File: config.mk
export PLATFORM = sky130hd
export DESIGN_NAME = muldiv_unit
export DESIGN_NICKNAME = d
export VERILOG_FILES = /design/src/rtl/rv32i_types_pkg.sv /design/src/rtl/muldiv_unit_div_step.sv /design/src/rtl/muldiv_unit.sv
export SDC_FILE = /design/constraint.sdc
export NUM_CORES = 2
export LEC_CHECK = 0
export BUFFER_PORTS_ARGS = -buffer_cell sky130_fd_sc_hd__buf_2
export CELL_PAD_IN_SITES_DETAIL_PLACEMENT = 1
export CELL_PAD_IN_SITES_GLOBAL_PLACEMENT = 2
export CORE_MARGIN = 5
export CORE_UTILIZATION = 41
export DETAILED_ROUTE_END_ITERATION = 16
export PLACE_DENSITY = 0.8
export RECOVER_POWER = 50
export SYNTH_ARGS = -nofsm -noshare
export SYNTH_HDL_FRONTEND = slang
export SYNTH_SLANG_ARGS = --single-unit
File: constraint.sdc
create_clock -name clk -period 10.9 [get_ports clk]
set_clock_uncertainty 0.05 [all_clocks]
set_input_delay 1.09 -clock clk [delete_from_list [all_inputs] [get_ports clk]]
set_output_delay 1.09 -clock clk [all_outputs]
set_load 0.02 [all_outputs]
File: src/rtl/rv32i_types_pkg.sv
// Shared RV32 execute-stage types: decoded ALU ops plus the mul/div unit state.
package rv32i_types;

    typedef enum logic [3:0] {
        alu_add, alu_sll, alu_sra, alu_sub, alu_xor, alu_srl, alu_or, alu_and,
        alu_mul, alu_mulh, alu_mulhsu, alu_mulhu, alu_div, alu_divu, alu_rem, alu_remu
    } alu_ops_t;

    typedef enum logic [2:0] {IDLE, MUL, DIV, FIN, DONE} muldiv_state_t;

    localparam int MULDIV_DIV_ITERS = 32;

    function automatic logic is_mext(alu_ops_t op);
        return op inside {alu_mul, alu_mulh, alu_mulhsu, alu_mulhu,
                          alu_div, alu_divu, alu_rem, alu_remu};
    endfunction

endpackage

File: src/rtl/muldiv_unit_div_step.sv
// One radix-2 restoring divide iteration: shift in the next dividend bit,
// trial-subtract the divisor, shift the quotient bit into the dividend register.
module div_step (
    input  logic [31:0] i_rem,
    input  logic [31:0] i_dvd,
    input  logic [31:0] i_divisor,
    output logic [31:0] o_rem,
    output logic [31:0] o_dvd
);

    logic [32:0] w_sh;
    logic [33:0] w_diff;
    logic        w_q;

    assign w_sh   = {i_rem, i_dvd[31]};
    assign w_diff = {1'b0, w_sh} - {2'b00, i_divisor};
    assign w_q    = ~w_diff[33];
    assign o_rem  = w_q ? w_diff[31:0] : w_sh[31:0];
    assign o_dvd  = {i_dvd[30:0], w_q};

endmodule

File: src/rtl/muldiv_unit.sv
// Iterative RV32M multiply/divide unit with start/done handshake.
// Optional MULDIV_DIV_EARLY_OUT_EN: divide by zero skips the iteration loop.
module muldiv_unit
    import rv32i_types::*;
(
    input  logic        clk,
    input  logic        rst_n,
    input  logic        start,
    input  alu_ops_t    aluop,
    input  logic [31:0] a,
    input  logic [31:0] b,
    input  logic        flush,
    output logic        busy,
    output logic        done,
    output logic [31:0] result
);

    muldiv_state_t r_state, w_next;
    alu_ops_t      r_op;
    logic [31:0]   r_a, r_b, r_rem, r_dvd, r_dvsr, r_result;
    logic [4:0]    r_cnt;
    logic          r_sa, r_sb;

    logic          w_start_ok, w_is_div, w_sgn, w_early;
    logic [31:0]   w_abs_a, w_abs_b, w_rem_nx, w_dvd_nx;
    logic [63:0]   w_ma, w_mb, w_prod;
    logic [31:0]   w_mul_res, w_q, w_r, w_fin_res;

    assign w_start_ok = start && is_mext(aluop) && (r_state == IDLE || r_state == DONE);
    assign w_is_div   = aluop inside {alu_div, alu_divu, alu_rem, alu_remu};
    assign w_sgn      = (aluop == alu_div) || (aluop == alu_rem);
    assign w_abs_a    = (w_sgn && a[31]) ? -a : a;
    assign w_abs_b    = (w_sgn && b[31]) ? -b : b;

`ifdef MULDIV_DIV_EARLY_OUT_EN
    assign w_early = (b == 32'd0);
`else
    assign w_early = 1'b0;
`endif

    always_comb begin
        w_next = r_state;
        case (r_state)
            IDLE, DONE: begin
                if (w_start_ok)
                    w_next = w_is_div ? (w_early ? FIN : DIV) : MUL;
                else if (r_state == DONE)
                    w_next = IDLE;
            end
            MUL:     w_next = DONE;
            DIV:     if (r_cnt == 5'(MULDIV_DIV_ITERS - 1)) w_next = FIN;
            FIN:     w_next = DONE;
            default: w_next = IDLE;
        endcase
        if (flush) w_next = IDLE;
    end

    always_ff @(posedge clk) begin
        if (!rst_n) r_state <= IDLE;
        else        r_state <= w_next;
    end

    // 33-bit operands extended to 64 bits; the low 64 bits of the product are exact.
    assign w_ma      = {{32{(r_op == alu_mulh || r_op == alu_mulhsu) && r_a[31]}}, r_a};
    assign w_mb      = {{32{(r_op == alu_mulh) && r_b[31]}}, r_b};
    assign w_prod    = w_ma * w_mb;
    assign w_mul_res = (r_op == alu_mul) ? w_prod[31:0] : w_prod[63:32];

    div_step u_div_step (
        .i_rem     (r_rem),
        .i_dvd     (r_dvd),
        .i_divisor (r_dvsr),
        .o_rem     (w_rem_nx),
        .o_dvd     (w_dvd_nx)
    );

    always_comb begin
        w_q = r_dvd;
        w_r = r_rem;
        if (r_dvsr == 32'd0) begin
            w_q = 32'hFFFF_FFFF;
            w_r = r_a;
        end else begin
            if (r_sa ^ r_sb) w_q = -r_dvd;
            if (r_sa)        w_r = -r_rem;
        end
        w_fin_res = (r_op == alu_rem || r_op == alu_remu) ? w_r : w_q;
    end

    always_ff @(posedge clk) begin
        if (!rst_n) begin
            r_op     <= alu_add;
            r_a      <= '0;
            r_b      <= '0;
            r_sa     <= 1'b0;
            r_sb     <= 1'b0;
            r_dvd    <= '0;
            r_dvsr   <= '0;
            r_rem    <= '0;
            r_cnt    <= '0;
            r_result <= '0;
        end else begin
            if (w_start_ok && !flush) begin
                r_op   <= aluop;
                r_a    <= a;
                r_b    <= b;
                r_sa   <= w_sgn & a[31];
                r_sb   <= w_sgn & b[31];
                r_dvd  <= w_abs_a;
                r_dvsr <= w_abs_b;
                r_rem  <= '0;
                r_cnt  <= '0;
            end else if (r_state == DIV) begin
                r_rem <= w_rem_nx;
                r_dvd <= w_dvd_nx;
                r_cnt <= r_cnt + 5'd1;
            end
            if (!flush && r_state == MUL) r_result <= w_mul_res;
            if (!flush && r_state == FIN) r_result <= w_fin_res;
        end
    end

    assign busy   = (r_state == MUL) || (r_state == DIV) || (r_state == FIN);
    assign done   = (r_state == DONE);
    assign result = r_result;

endmodule
==> results.toml <==
[outcome]
outcome = "complete, but fails checks"
violations = "max-capacitance violations, max-slew violations"

[logic_synthesis]
yosysTopAreaCellShare_pct = 44.2
synth_warnings = 0
yosysSeqAreaShare_pct = 8.05
synth_area_leaders = "fa_1 (44%), inv_1 (9.0%), dfxtp_1 (8.0%)"
synth.most_common_cell = "inv_1"
synth_top_family_by_area = "adder cells"
syn_avg_cell_area_um2 = 8.41
synthMuxAreaShare_pct = 0.216
synthSimpleGateAreaFrac_pct = 16.5
synth_edf_count = 0
async_reset_ff_share_pct = 0
synthFlopType = "dfxtp_1"
synthXorXnorAreaFrac_pct = 3.42
synth_nets = 7508
yosysTopAreaCell = "fa_1"
netlist_top_cells_count = "inv_1 (1229), fa_1 (1126), nand2_1 (1080)"
synth-compound-area-share_pct = 9.45
synthCells = 6060
synth_cell_types = 76
synth-seq-cells = 205
synth_adder_area_share_pct = 50.3
syn_area_mm2 = 0.0510

[placement]
placement.cell_area_mm2 = 0.0530
port_buffers = 105
pre_cts_ws_ns = 1.56
hpwl_um = 145000
post-place-cells = 7525
gp_congestion = 0.927

[clock_tree]
cts_tree = "built"
ctsHtreeMaxLevel = 1
post_cts_buffers = 0
cts_resized = 0
path_clk_slew_ns = 0.07
hold_buffers = 0
cts-root-buf = "clkbuf_16"
clockBufferDepth = 3
cts_sinks = 205
numCtsBuffers = 28
clk_latency_ns = 0.60

[timing]
hold_viol_final = 0
maxSlewHeadroom_pct = -130
finalCritPeriodShare_pct = 86.5
grt_setup_unrepaired = "false"
setup_tns_ns = 0
fin_crit_ns = 9.42
worst_pin_slew_ns = 3.45
fmax_mhz = 106
setup_ws_ns = 1.48
maxSlewViolCount = 199
finalSetupViolations = 0

[setup_path]
cp.arrival_ns = 9.86
ff2ff_path_depth = 24
worstSetupStartpointType = "flip-flop"
crit_required_ns = 11.34
critical_path_class = "flip-flop to flip-flop"
r2r_start = "r_op[1]"
cp_max_fo = 33
worstSetupEndpointType = "flip-flop"
r2r-end = "result[26]"
r2r_slack_ns = 1.48

[grt]
grt_pass1_wl_um = 273000
grt_max_degree = 138
grt_pass1_vias = 44900
grt-ovfl-total = 0
antenna_found_initial = 6
track_usage_pct = 26.9

[floorplan]
ios = 106
die_h_um = 363
num_rows = 129
start_util_pct = 41.2
core_mm2 = 0.124
die_x_um = 363
die_area_mm2 = 0.132

[worst_hold_path]
hold_end = "r_cnt[4]"
min_from = "r_cnt[4]"
hold_class = "flip-flop to flip-flop"
worstHoldPathCells = 2

[finish]
drive_gt1_share_pct = 4.68
stdcell_count = 7576
area_growth_pct = 5.72
fillers = 14800
diodes = 0
seq_area_mm2 = 0.00411
stdcell_area_mm2 = 0.0539
nNetsFinal = 7366
multi_input_area_mm2 = 0.0408

[drt]
detail_route.vias_per_cell = 5.41
avgRoutedWirePerCell_um = 23.1
routed_wirelength_um = 175000
antenna_left = 0
num_vias = 41000
drt_iter0_drc = 2481
first_pass_iters = 5
drc_errors = 0

[run]
cap_violations = 5

[pwr]
pwr_density_cell_mw_per_mm2 = 47.3
max-vdd-ir-drop_uv = 130
p_leak_nw = 24.2
==> sequential cells by signal, summed over array words and instances (netlist names) <==
register / count
r_a: 32
r_b: 32
r_dvd: 32
r_sa: 1
result: 32
r_op: 4
r_rem: 32
r_state: 3
r_dvsr: 31
r_sb: 1
r_cnt: 5
==> layer usage <==
layer | global-route usage [%] | share of wire [%] | wire length [um] | up-vias
met5 | 0 | 0.017 | 29 | -
met4 | 6.71 | 3.2 | 5650 | 4
met3 | 2.35 | 4.3 | 7580 | 240
met2 | 46.5 | 49 | 85600 | 906
met1 | 36.6 | 43 | 76100 | 21800
li1 | - | - | - | 18100
==> worst max-delay path: stages (launching register included) <==
cell and delay, ns:
dfxtp_1 0.47, xnor2_1 0.13, nor3b_2 0.19, buf_4 0.43, nand2_1 0.22, fa_1 0.60, fa_1 0.52, inv_1 0.07
fa_1 0.79, inv_1 0.31, fa_1 0.65, inv_1 0.53, fa_1 0.56, fa_1 0.51, fa_1 0.50, inv_1 0.06
fa_1 0.47, inv_1 0.04, ha_1 0.50, nand4_1 0.20, o41ai_1 0.73, nand3_1 0.22, mux2i_1 0.17, a221oi_1 0.28
nor2_1 0.07
==> how the worst max path moves through the flow <==
stage                     startpoint    endpoint  slack [ns]  cells after the start
after global routing         r_op[1]  result[26]        1.05                     24
after floorplan              r_a[31]  result[31]        2.57                     29
after global placement        r_b[0]  result[31]        1.79                     27
after detailed placement     r_op[1]  result[26]        1.56                     26
final                        r_op[1]  result[26]        1.48                     24
after CTS                    r_op[1]  result[26]        1.54                     26
==> metrics by stage <==
step                      power, W  utilization [%]  hold slack (ns)
after floorplan            0.00127                -            0.391
after global placement     0.00153             42.9            0.396
after detailed placement   0.00154             42.9            0.408
after CTS                  0.00256             43.6            0.417
after global routing       0.00266             43.6            0.440
final                      0.00255             43.6            0.421
==> power by group <==
group,switching [W],internal (W),total [W]
Clock,0.000435,0.000579,0.00101
Combinational,0.000469,0.000226,0.000695
Sequential,0.0000632,0.000775,0.000838
==> logic make-up (layout without fill, tap and decap cells) <==
logic type                 after synthesis  in the layout
DFF                                    205            205
AOI/OAI and AO/OA                      773            773
adders and majority gates             1376           1376
and+or+nand+nor                       1877           1877
xor gates and xnor gates               199            199
buffers and inverters                 1619           1498
muxes                                   11             11
==> final cells by class <==
type                            instances  area share (%)
Sequential cell                       205            7.62
Tap cell                             1637            3.80
Multi-Input combinational cell       4236            75.7
Timing Repair Buffer                  218            2.49
Clock inverter                         16           0.348
Inverter                             1229            8.56
Clock buffer                           35            1.44
==> layout by cell type (no fill, tap or decap), drive strengths merged, types with 35 or more instances in the layout <==
| master | instances |
|---|---|
| dfxtp | 205 |
| xor2 | 86 |
| xnor2 | 113 |
| a21oi | 272 |
| clkbuf | 73 |
| inv | 1231 |
| o21ai | 182 |
| a21o | 35 |
| a211oi | 48 |
| nor2 | 244 |
| fa | 1126 |
| ha | 250 |
| nor3 | 45 |
| nand2 | 1081 |
| and2 | 320 |
| buf | 180 |
Note: power is estimated with default switching activity, not from simulation.
